File: src/rtl/detection_collector.sv
// detection_collector: turns the per-window classifier result stream into a FIFO of (x, y, scale) detection records
package detection_collector_pkg;
  function automatic int scaled_dim(input int base, input int s, input int q8);
    int d;
    d = base;
    for (int i = 0; i < s; i++) d = d * 256 / q8;
    return d;
  endfunction
  function automatic int active_scales(input int iw, input int ih, input int fw, input int fh, input int sn, input int q8);
    int n;
    n = 0;
    for (int s = 0; s < sn; s++)
      if (n == s && scaled_dim(iw, s, q8) >= fw && scaled_dim(ih, s, q8) >= fh) n++;
    return n;
  endfunction
  function automatic int total_windows(input int iw, input int ih, input int fw, input int fh, input int sn, input int q8);
    int t;
    t = 0;
    for (int s = 0; s < active_scales(iw, ih, fw, fh, sn, q8); s++)
      t += (scaled_dim(iw, s, q8) - fw + 1) * (scaled_dim(ih, s, q8) - fh + 1);
    return t;
  endfunction
endpackage

module detection_collector import detection_collector_pkg::*; #(
  parameter int IMG_WIDTH = 45,
  parameter int IMG_HEIGHT = 45,
  parameter int FEATURE_WIDTH = 25,
  parameter int FEATURE_HEIGHT = 25,
  parameter int SCALE_NUM = 2,
  parameter int SCALE_FACTOR_Q8 = 320,
  parameter int DET_FIFO_DEPTH = 4,
  localparam int W_X = $clog2(IMG_WIDTH),
  localparam int W_Y = $clog2(IMG_HEIGHT),
  localparam int W_S = SCALE_NUM > 1 ? $clog2(SCALE_NUM) : 1,
  localparam int W_CNT = $clog2(total_windows(IMG_WIDTH, IMG_HEIGHT, FEATURE_WIDTH, FEATURE_HEIGHT, SCALE_NUM, SCALE_FACTOR_Q8) + 1)
) (
  input  logic             clk,
  input  logic             rst,
  input  logic             result_valid,
  output logic             result_ready,
  input  logic             result_data,
  output logic             det_valid,
  input  logic             det_ready,
  output logic [W_X-1:0]   det_x,
  output logic [W_Y-1:0]   det_y,
  output logic [W_S-1:0]   det_scale,
  output logic [W_CNT-1:0] det_count,
  output logic             frame_done
);
  localparam int N_ACT = active_scales(IMG_WIDTH, IMG_HEIGHT, FEATURE_WIDTH, FEATURE_HEIGHT, SCALE_NUM, SCALE_FACTOR_Q8);
  localparam int W_P = $clog2(DET_FIFO_DEPTH);
  localparam int W_R = W_X + W_Y + W_S;
  logic [W_X-1:0] x, x_max;
  logic [W_Y-1:0] y, y_max;
  logic [W_S-1:0] scale;
  logic [W_X-1:0] x_max_t [2**W_S];
  logic [W_Y-1:0] y_max_t [2**W_S];
  logic [W_R-1:0] mem [DET_FIFO_DEPTH];
  logic [W_P-1:0] wr, rd;
  logic [W_P:0] occ;
  logic rst_q, new_frame, accept, push, pop, full, x_end, y_end, s_end, last_win;
  for (genvar s = 0; s < 2**W_S; s++) begin : g_geom
    assign x_max_t[s] = W_X'(scaled_dim(IMG_WIDTH, s, SCALE_FACTOR_Q8) - FEATURE_WIDTH);
    assign y_max_t[s] = W_Y'(scaled_dim(IMG_HEIGHT, s, SCALE_FACTOR_Q8) - FEATURE_HEIGHT);
  end
  assign x_max = x_max_t[scale];
  assign y_max = y_max_t[scale];
  assign x_end = x == x_max;
  assign y_end = y == y_max;
  assign s_end = scale == W_S'(N_ACT - 1);
  assign last_win = x_end & y_end & s_end;
  assign full = occ == (W_P+1)'(DET_FIFO_DEPTH);
  assign result_ready = !rst_q & !full;
  assign accept = result_valid & result_ready;
  assign push = accept & result_data;
  assign det_valid = occ != '0;
  assign pop = det_valid & det_ready;
  assign {det_x, det_y, det_scale} = det_valid ? mem[rd] : '0;
  // hold result_ready low for one cycle after reset releases
  always_ff @(posedge clk) rst_q <= rst;
  // advance the scan position on each accepted result and count positives per frame
  always_ff @(posedge clk) begin
    if (rst) begin
      x <= '0;
      y <= '0;
      scale <= '0;
      det_count <= '0;
      frame_done <= 1'b0;
      new_frame <= 1'b1;
    end else begin
      frame_done <= accept & last_win;
      if (accept) begin
        x <= x_end ? '0 : x + W_X'(1);
        y <= x_end ? (y_end ? '0 : y + W_Y'(1)) : y;
        scale <= x_end & y_end ? (s_end ? '0 : scale + W_S'(1)) : scale;
        det_count <= (new_frame ? '0 : det_count) + W_CNT'(result_data);
        new_frame <= last_win;
      end
    end
  end
  // record FIFO pointers and occupancy
  always_ff @(posedge clk) begin
    if (rst) begin
      wr <= '0;
      rd <= '0;
      occ <= '0;
    end else begin
      wr <= wr + W_P'(push);
      rd <= rd + W_P'(pop);
      occ <= occ + (W_P+1)'(push) - (W_P+1)'(pop);
    end
  end
  // record storage, written with the position of the accepted positive window
  always_ff @(posedge clk) if (push) mem[wr] <= {x, y, scale};
endmodule

File: config.mk
export PLATFORM = sky130hd
export DESIGN_NAME = detection_collector
export DESIGN_NICKNAME = d
export VERILOG_FILES = /design/src/rtl/detection_collector.sv
export SDC_FILE = /design/constraint.sdc
export NUM_CORES = 1
export LEC_CHECK = 0
export ABC_AREA = 1
export CELL_PAD_IN_SITES_DETAIL_PLACEMENT = 1
export CELL_PAD_IN_SITES_GLOBAL_PLACEMENT = 2
export CORE_AREA = 2 2 116 118
export CTS_CLUSTER_SIZE = 30
export DETAILED_ROUTE_END_ITERATION = 10
export DIE_AREA = 0 0 118 120
export PLACE_DENSITY_LB_ADDON = 0.1
export RECOVER_POWER = 100
export SYNTH_ARGS = -nofsm -noshare
export SYNTH_HDL_FRONTEND = slang
export SYNTH_SLANG_ARGS = --single-unit
File: constraint.sdc
create_clock -name clk -period 2.5 [get_ports clk]
set_input_delay 0.375 -clock clk [delete_from_list [all_inputs] [get_ports clk]]
set_output_delay 0.375 -clock clk [all_outputs]
set_load 0.005 [all_outputs]
; ---- Yosys cells after proc, flatten, opt, wreduce, memory -nomap -nowiden
; Memories as Yosys holds them, arrays and structs flattened. A register that Yosys moved wholly into a read port is not among the register bits.
; Cells that the tools add are included.
[totals]
output_inout_bits = 26
latchBits = 0
word_cells = 47
ram_bits = 52
inputBits = 5
ff_bits = 33
n_memories = 1
rom_bits = 0
[classes]
shift = 0
div = 0
eq_ne = 3
mul = 0
n_lt_le_gt_ge = 1
muxes = 11
bitwise = 8
addsub = 8
n_reduce_logical = 5
[memory_table]
columns = memory, words, width, read_ports, rd_ports_with_merged_regs, wr, line
row1 = mem, 4, 13, 1, 1, 1, 59  ; logic [W_R-1:0] mem [DET_FIFO_DEPTH];
[ops]
columns = op, n
row1 = 6-bit two-way mux, 4
row2 = 13-bit two-way mux, 1
row3 = 6-bit by 1-bit adder with 6-bit output (second input constant), 2
row4 = 6-bit == test, 2
row5 = 10-bit by 1-bit adder with 10-bit output, 1
row6 = 10-bit two-way mux, 1
row7 = 1-bit AND, 7
row8 = 5-bit two-way mux, 1
row9 = 2-bit by 1-bit adder with 2-bit output, 2
row10 = 2-bit AND reduction, 2
row11 = 3-bit by 1-bit adder with 3-bit output, 1
row12 = 3-bit == test (second input constant), 1
row13 = 1-bit two-way mux, 3
row14 = 3-bit nonzero test, 1
row15 = 3-bit by 1-bit subtractor with 3-bit output, 1
row16 = 2-bit >= comparator (second input constant), 1
row17 = 1-bit logical NOT, 2
row18 = 2-bit two-way mux, 1
row19 = 1-bit NOT with 2-bit output, 1
row20 = 1-bit adder (second input constant), 1

; ---- Logic depth before layout (Yosys ltp)
[logic_depth]
word_depth = 8
depth_mapped = 13
ltp_nobuf = 13

; ---- Worst setup path after synthesis
; OpenSTA, ideal clock, no wires.
[synth_timing]
path_kind = reg2reg
start = reg occ[2]
end = reg occ[2]
setup_ns = 0.121
path_slack_ns = 0.136
path_stages_with_launch = 12
period_less_slack_ns = 2.364
t_required_ns = 2.379
arrival_time_ns = 2.243
n_path_buf = 1
cell_sequence = dfxtp_1 -> nor3_1 -> buf_2 -> nor2_1 -> ha_1 -> inv_1 -> ha_1 -> inv_1 -> fa_1 -> xor2_1 -> o21ai_0 -> a21oi_1
[synth_via]
elab_chain_cells = 7
elab_cells_between_ends = 9
classes_between = 2 x add/sub / 1 x eq/ne / 4 x bitwise / 2 x reduce/logical
[synth_lines]
columns = item, line
row1 = from (decl), 61  ; logic [W_P:0] occ;
row2 = from (signal assigned), 111  ; occ <= occ + (W_P+1)'(push) - (W_P+1)'(pop);
row3 = 3-bit == test, 73  ; assign full = occ == (W_P+1)'(DET_FIFO_DEPTH);
row4 = 1-bit logical NOT, 74  ; assign result_ready = !rst_q & !full;
row5 = 1-bit AND, 74
row6 = 1-bit AND, 75  ; assign accept = result_valid & result_ready;
row7 = 1-bit AND, 76  ; assign push = accept & result_data;
row8 = 3-bit by 1-bit adder with 3-bit output, 111
row9 = 3-bit by 1-bit subtractor with 3-bit output *, 111
; Every way passes the cells marked *; elsewhere a longest branch is shown, timed or not.
; A chain may end at the register's enable or synchronous reset.

==> flow_summary_export.csv <==
group,metric,value,unit
timing,fmax,425,MHz
grt,grt_first_pass_wirelength,15600,um
pwr,ir_drop,0.000383,V
placed_design,hpwl,6580,um
setup_path,cp_cell_sequence,"inv_1 > nor2_1 > o21ai_0 > a21oi_1 > clkdlybuf4s50_1",
timing,setup_viol,0,
drt,via_count,2863,
placed_design,gp_congestion,0.712,
timing,rsz0062_at_grt,"no",
finish,diodes,0,
timing,slew_violations,0,
finish,nNetsFinal,465,
clocking,cts.path.max_buffers,2,
timing,slew_headroom,61.5,%
timing,finalCritPeriodShare,94.1,%
setup_path,cp_top_family,"buffers and inverters",
setup_path,endpoint_kind,"output pin",
yosys,netlist_area,3800,um2
timing,fin_ws,148,ps
grt,antenna_found_initial,0,
setup_path,crit_fanout,13,
pwr,p_switching,1220,uW
placed_design,dp.cells,616,
setup_path,startpoint_type,"register",
grt,grt_pass1_vias,2912,
clocking,clock-sinks,85,
yosys,ys_ff_latch,85,
timing,hold_slack,469,ps
floorplanning,die_h,120,um
timing,clock_skew,7.27,ps
floorplanning,die_w,118,um
flow_run,cap_violations,0,
drt,firstDrtPassIters,4,
floorplanning,core-area,13000,um2
yosys,syn_area_per_cell,9.28,um2
hold_path,whs_endpoint,"det_count[0]",
drt,drt_iter0_markers,95,
finish,final_cell_count_no_fill,632,
pwr,p_per_area,875,nW/um2
setup_path,r2r_setup_slack,300,ps
pwr,p_sw_share,30.3,%
yosys,syn_inst,409,
placed_design,dpl_worst_slack,-41.0,ps
drt,via_per_inst,4.53,
setup_path,worstSetupPathType,"register to output pin",
setup_path,critPathArrivalTime,1980,ps
clocking,path_clk_slew,60,ps
floorplanning,dieArea,14200,um2
yosys,syn_nets,423,
clocking,cts_setup_buffers,0,
finish,syn_to_final_growth,21.4,%
setup_path,reg2reg_depth,13,
setup_path,r2r_start,"occ[1]",
floorplanning,design.portCount,31,
pwr,clockPowerShare,33.4,%
floorplanning,fp-row-count,42,
finish,n_fill_cell,1555,
hold_path,hp-class,"register to register",
outcome,status,"finished clean",
pwr,seqPwrFrac,40.2,%
yosys,synth_cell_type_count,28,
clocking,htree_levels,3,
placed_design,io_buffers,30,
setup_path,crit_buf_inv,2,
clocking,cts_tree,"yes",
timing,fin_crit,2350,ps
yosys,seq_area_frac_synth,58.5,%
setup_path,crit_path_top_delay_cell,"clkdlybuf4s50_1",
setup_path,r2r_end,"occ[2]",
clocking,insertion_delay,340,ps
floorplanning,initial_utilization,29.2,%
yosys,ys_warn_count,0,
drt,postRouteAntennaNets,0,
finish,layout.area.seq,2220,um2
setup_path,cp_slowest_stage_delay,560,ps
finish,utilization,35.5,%
timing,tns,0,ps
hold_path,min_path_cells,2,
pwr,p_leak,0.00178,uW
timing,hold_viol,0,
finish,multiInputGateArea,1320,um2
finish,drive_above_1_share,9.21,%
grt,grt_use_total,14.5,%
grt,overflow,0,
drt,drc,0,
pwr,p_int,2810,uW
drt,wirelength,9620,um
timing,worst_slew_pin_slew,577,ps
clocking,numCtsBuffers,9,
drt,wl_per_cell,15.2,um
grt,grt_max_degree,27,
hold_path,min_from,"det_count[0]",
clocking,root_buffer,"clkbuf_16",
setup_path,crit_required,2120,ps
pwr,combPwrFrac,26.4,%
power by group through the flow:
| stage | Combinational, uW | Sequential (uW) | Clock, uW |
|---|---|---|---|
| 4_1_cts | 1160 | 1620 | 1380 |
| 6_report | 1060 | 1620 | 1350 |
| 2_1_floorplan | 591 | 1620 | 0 |
| 3_5_place_dp | 1150 | 1650 | 0 |
| 5_1_grt | 1210 | 1630 | 1440 |
| 3_3_place_gp | 1130 | 1640 | 0 |
metrics by stage:
stage          total power [uW]  area (um2)
2_1_floorplan              2210        3800
3_3_place_gp               2770        4380
3_5_place_dp               2800        4380
4_1_cts                    4160        4680
5_1_grt                    4280        4610
6_report                   4030        4610
synth_stat cells (all sizes together):
cell,n,area (um2)
xnor2,6,52.6
clkbuf,5,18.8
dfxtp,33,661
buf,8,48.8
o21ai,37,185
nand4,4,25.0
fa,1,20.0
nor3,6,35.0
and3,2,12.5
nand3,17,100
edfxtp,52,1560
a21oi,29,145
xor2,5,43.8
inv,42,158
nor2,97,403
nand2,57,226
ha,8,100
final cells by class:
| cell class | count | area share [%] |
|---|---|---|
| Multi-Input combinational cell | 269 | 28.6 |
| Clock inverter | 7 | 1.58 |
| Tap cell | 176 | 4.78 |
| Inverter | 42 | 3.42 |
| Clock buffer | 9 | 4.89 |
| Timing Repair Buffer | 44 | 8.45 |
| Sequential cell | 85 | 48.3 |
cell families (layout without fill, tap and decap cells):
family	Yosys count	in the layout	synth area share [%]
AOI/OAI and AO/OA	66	66	8.70
xor gates and xnor gates	11	11	2.54
adders and majority gates	9	9	3.16
buffers and inverters	55	102	5.93
DFF	85	85	58.5
and+or+nand+nor	183	183	21.1
sequential cells by signal, indices dropped and copies added (netlist names):
register and flops:
s_end 1, rd 2, x 6, occ 3, new_frame 1, mem 52
det_count 10, y 6, rst_q 1, wr 2, frame_done 1
metal layers:
metal	routed length (um)	track usage [%]	vias to the layer above
li1	-	-	1434
met1	4570	19.1	1386
met2	4710	23.9	35
met3	206	1.76	8
met4	125	6.40	0
met5	0	0	-
layout by cell type, fill, tap and decap left out, types with 2 or more instances in the layout:
master	instances
xnor2_1	6
o21ai_1	2
a21oi_1	29
ha_1	8
inv_6	2
inv_2	4
inv_1	37
nand2_2	2
nor3_1	3
nor3_2	3
buf_4	6
nor2_4	2
xor2_1	5
dfxtp_2	2
clkinv_2	2
clkinvlp_4	2
clkbuf_2	5
clkdlybuf4s50_1	9
o21ai_0	35
dfxtp_1	31
nand3_1	16
nor2_1	95
edfxtp_1	52
nand4_1	4
nand2_1	55
and3_1	2
clkbuf_16	9
dlygate4sd3_1	21
clkbuf_1	2
worst register-to-register path: cells and delay by family, from the launching register on:
family | cells | cell delay, ps
fa+ha+maj | 3 | 790
flops | 1 | 390
simple gates | 4 | 330
compound gates | 2 | 250
xor+xnor | 1 | 200
buf+inv | 3 | 180
repair_timing:
action | 4_1_cts | 5_1_grt
resized for setup | 0 | 3
hold buffers | 0 | 0
endpoints found under the setup margin | 0 | 7
how the worst max path moves through the flow:
stage	startpoint	endpoint	slack [ps]	cells past startpoint
6_report	rd[1]	det_scale	150	5
5_1_grt	rd[1]	det_x[1]	10	5
4_1_cts	rd[0]	det_scale	40	4
3_5_place_dp	result_valid	occ[2]	-40	12
3_3_place_gp	result_valid	occ[2]	60	12
2_1_floorplan	occ[2]	occ[2]	140	11
No activity file was read; power rests on OpenSTA's default activity.
